==> src/rtl/demux1x4_stream.sv <==
// demux1x4_stream: registered 1-to-4 valid/ready stream demultiplexer.
// Each input word is routed by in_sel (sampled with the word) into a one-word
// register on one of four independent output channels.
// Ports:
//   clk, rst_n             clock, asynchronous active-low reset
//   in_valid/in_ready      input handshake (in_ready is combinational on in_sel/out_*)
//   in_sel, in_data        destination channel and word
//   out_valid, out_ready   per-channel handshake, bit k = channel k
//   out_data0..3           channel word registers
//   cnt0..3                delivered-word counters, present only with DEMUX1X4_STATS_EN defined
module demux1x4_stream #(
  parameter int N = 4
) (
  input  logic         clk,
  input  logic         rst_n,
  input  logic         in_valid,
  output logic         in_ready,
  input  logic [1:0]   in_sel,
  input  logic [N-1:0] in_data,
  output logic [3:0]   out_valid,
  input  logic [3:0]   out_ready,
  output logic [N-1:0] out_data0,
  output logic [N-1:0] out_data1,
  output logic [N-1:0] out_data2,
  output logic [N-1:0] out_data3
`ifdef DEMUX1X4_STATS_EN
  ,
  output logic [7:0]   cnt0,
  output logic [7:0]   cnt1,
  output logic [7:0]   cnt2,
  output logic [7:0]   cnt3
`endif
);
  typedef enum logic {EMPTY, FULL} state_t;
  state_t       state [4];
  state_t       state_nxt [4];
  logic [N-1:0] data [4];
  logic [3:0]   load;
  logic [3:0]   drain;
  assign in_ready = ~out_valid[in_sel] | out_ready[in_sel];
  always_comb begin
    load = '0;
    load[in_sel] = in_valid & in_ready;
    for (int k = 0; k < 4; k++) begin
      out_valid[k] = state[k] == FULL;
      drain[k] = out_valid[k] & out_ready[k];
      // a load wins over a drain so a channel streams at one word per cycle
      state_nxt[k] = load[k] ? FULL : drain[k] ? EMPTY : state[k];
    end
  end
  always_ff @(posedge clk or negedge rst_n) begin
    if (!rst_n) begin
      for (int k = 0; k < 4; k++) begin
        state[k] <= EMPTY;
        data[k] <= '0;
      end
    end else begin
      for (int k = 0; k < 4; k++) begin
        state[k] <= state_nxt[k];
        if (load[k]) data[k] <= in_data;
      end
    end
  end
  assign out_data0 = data[0];
  assign out_data1 = data[1];
  assign out_data2 = data[2];
  assign out_data3 = data[3];
`ifdef DEMUX1X4_STATS_EN
  logic [7:0] cnt_r [4];
  always_ff @(posedge clk or negedge rst_n) begin
    if (!rst_n) begin
      for (int k = 0; k < 4; k++) cnt_r[k] <= '0;
    end else begin
      for (int k = 0; k < 4; k++) cnt_r[k] <= cnt_r[k] + 8'(drain[k]);
    end
  end
  assign cnt0 = cnt_r[0];
  assign cnt1 = cnt_r[1];
  assign cnt2 = cnt_r[2];
  assign cnt3 = cnt_r[3];
`endif
  a_sel_known: assert property (@(posedge clk) disable iff (!rst_n) in_valid |-> !$isunknown(in_sel));
endmodule

==> config.mk <==
export PLATFORM = sky130hd
export DESIGN_NAME = demux1x4_stream
export DESIGN_NICKNAME = d
export VERILOG_FILES = /design/src/rtl/demux1x4_stream.sv
export SDC_FILE = /design/constraint.sdc
export NUM_CORES = 1
export LEC_CHECK = 0
export CORE_MARGIN = 2
export CORE_UTILIZATION = 46
export CTS_BUF_LIST = sky130_fd_sc_hd__clkbuf_4
export DETAILED_ROUTE_END_ITERATION = 7
export PLACE_DENSITY = 0.86
export RECOVER_POWER = 50
export SETUP_SLACK_MARGIN = 0.1
export SKIP_LAST_GASP = 1
export SYNTH_ARGS = -nofsm -noshare
export SYNTH_HDL_FRONTEND = slang
export SYNTH_SLANG_ARGS = --single-unit
==> constraint.sdc <==
create_clock -name clk -period 3.07 [get_ports clk]
set_clock_uncertainty 0.05 [all_clocks]
set_input_delay 0.307 -clock clk [delete_from_list [all_inputs] [get_ports clk]]
set_output_delay 0.307 -clock clk [all_outputs]
set_load 0.02 [all_outputs]
==> metrics.txt <==
simple-gate area share of the yosys netlist=11.2%; Max-cap violations=0; reg-to-reg critical path startpoint=out_valid[1]; setup TNS=0 ns; IO buf count=33; Clock Path Buffers=2; GRT Total Usage=18.1%; dpl hpwl=1240 um; synth top area cells=dfrtp_1 (62%), mux2_2 (22%), nand2b_1 (3.1%); hold depth=1; most common cell after layout, fill and taps aside=clkdlybuf4s50_1; reg2reg path depth=3; post-synth cell types=13; Via Count=562; Final ANT Viol Nets=0; outcome=finished clean; CTS root buffer=clkbuf_4; time the worst path needs with I/O delays and setup=2.41 ns; unrepaired setup endpoints after global routing=no; syn avg cell area=14.9 um^2; largest net degree at the start of global routing=21; Final Hold Viols=0; Synth Area in Adders=0%; Synth Area in Compound Gates=less than 1%; Area Growth Syn to Fin=46.1%; post-synth net total=67; WL per Instance=about 16 um; Die Y=45.8 um; row count=15; CP Data Arrival Time=2.06 ns; cts-stage hold buffer count=0; Post-Synthesis Cells=54; Final setup viols=0; cts bufs inserted=3; mux contribution to synthesized area=25.2%; Nets=104; Hold WC Path Type=flop to flop; Worst Path Required=2.71 ns; initial DRC count=7; largest family of logic cells by synthesized area=multiplexers; Final Wtd Congestion=around 0.81; worst flop-to-flop path endpoint=out_data1[1]; slew margin rel.=40.5%; critical path type=primary input to output pin; register area share after synthesis=62.3%; Filler Cells Inserted=around 140; HP Start=out_data0[0]; Slew @ Worst Pin=0.890 ns; critical path fanouts, max=7; crit end category=output pin; vias in the first global route=567; Worst VDD drop=0.000402 V; PostCTS Resize Cnt=0; design area=0.00117 mm^2; CP startpoint=in_sel[1]; WHS Endpoint=out_data0[0]; CTS tree=done; clock-pin transition on the worst setup and hold timing paths=0.10 ns; Setup Fix Bufs, Post-CTS=0; vias per cell=5.25; Synth top area share=62.3%; total chip power=0.705 mW; Synth Register Bits=20; Clock H-tree levels=1; area of the die=0.00210 mm^2; DP Area=roughly 0.0011 mm^2; die width=45.8 um; synthesized area=between 800 and 900 um^2; leakage power=0.498 nW; R2R Setup Slk=1.66 ns; Initial Util=47.6%; number of remaining DRC errors=0; Ys Warns=0; most frequent cells in the layout=clkdlybuf4s50_1 (30), dfrtp_1 (20), mux2_2 (16); GRT Residual Overflow=0; Clock Latency Late Sink=0.29 ns; critical path launch point type=primary input; share of layout cells above drive strength 1=23.3%; antenna cell count=0; Pre-antenna DRT Iters=4; Slew Viols, Final=0; Detailed Route WL=1670 um; Achievable Freq=414 MHz; Cell Pwr Density=600 mW/mm^2; initial antenna violation count=0; final period utilization=78.7%; XOR/XNOR share of the synthesized area=0%; CTS sink count=20; I/O pins=34; Core Box Area=0.00169 mm^2; leading area contributor after synthesis=dfrtp_1; global-route wire length before repair=between 2000 and 3000 um
-- power by group --
| group | leakage, nW | internal, mW | switching (mW) |
|---|---|---|---|
| combinational | 0.241 | 0.135 | 0.112 |
| clock | 0.0154 | 0.0473 | 0.0739 |
| sequential | 0.242 | 0.312 | 0.0249 |
-- final cells by class --
class / instances / area (um^2) / share of cell area, %
Clock buffer: 3 / 22.5 / 1.92
Clock inverter: 1 / 3.75 / 0.320
Multi-Input combinational cell: 33 / 295 / 25.2
Sequential cell: 20 / 500 / 42.6
Tap cell: 17 / 21.3 / 1.81
Timing Repair Buffer: 33 / 330 / 28.1
-- worst max-delay path: stages --
cell and delay [ns]:
dlygate4sd3_1 0.68, mux4_2 0.52, clkdlybuf4s50_1 0.55
-- synthesized netlist by cell type, drive strengths merged --
| library cell | instances |
|---|---|
| nor3b | 1 |
| nor2b | 2 |
| nand2 | 5 |
| buf | 1 |
| mux2 | 16 |
| mux4 | 1 |
| dfrtp | 20 |
| nand3 | 1 |
| o21ai | 1 |
| nand2b | 4 |
| nand3b | 1 |
| and3 | 1 |
-- metal layers --
layer  part of all wire, %  global-route usage, %  up-vias
met5                     0                      0        -
met4                     0                   9.14        0
met3                   5.9                   3.17        0
met2                    53                   31.0       23
met1                    41                   21.6      276
li1                      -                      -      263
-- per-stage QoR --
stage	hold WS, ns	instances	utilization (%)	setup WS (ns)
2_1_floorplan	-0.0386	54	-	1.64
3_3_place_gp	0.438	103	68.1	0.752
3_5_place_dp	0.444	103	68.1	0.735
4_1_cts	0.468	107	69.6	0.725
5_1_grt	0.487	107	69.5	0.586
6_report	0.462	107	69.5	0.655
-- state kept, by name (all words and copies together), names as in the netlist --
register and count:
out_data0 4, out_data2 4, out_data1 4, out_data3 4, out_valid 4
-- cell families (layout without fill, tap and decap cells) --
group | after synthesis | after routing
buffers and inverters | 1 | 37
AOI/OAI and AO/OA | 1 | 1
muxes | 17 | 17
DFF | 20 | 20
and+or+nand+nor | 15 | 15
-- worst max-delay path by stage --
| stage | slack [ns] | to |
|---|---|---|
| detailed placement | 0.73 | in_ready |
| floorplan | 1.64 | in_ready |
| CTS | 0.73 | in_ready |
| finish | 0.66 | in_ready |
| global route | 0.59 | in_ready |
| global placement | 0.75 | in_ready |
Power figures use the tool's default switching activity.
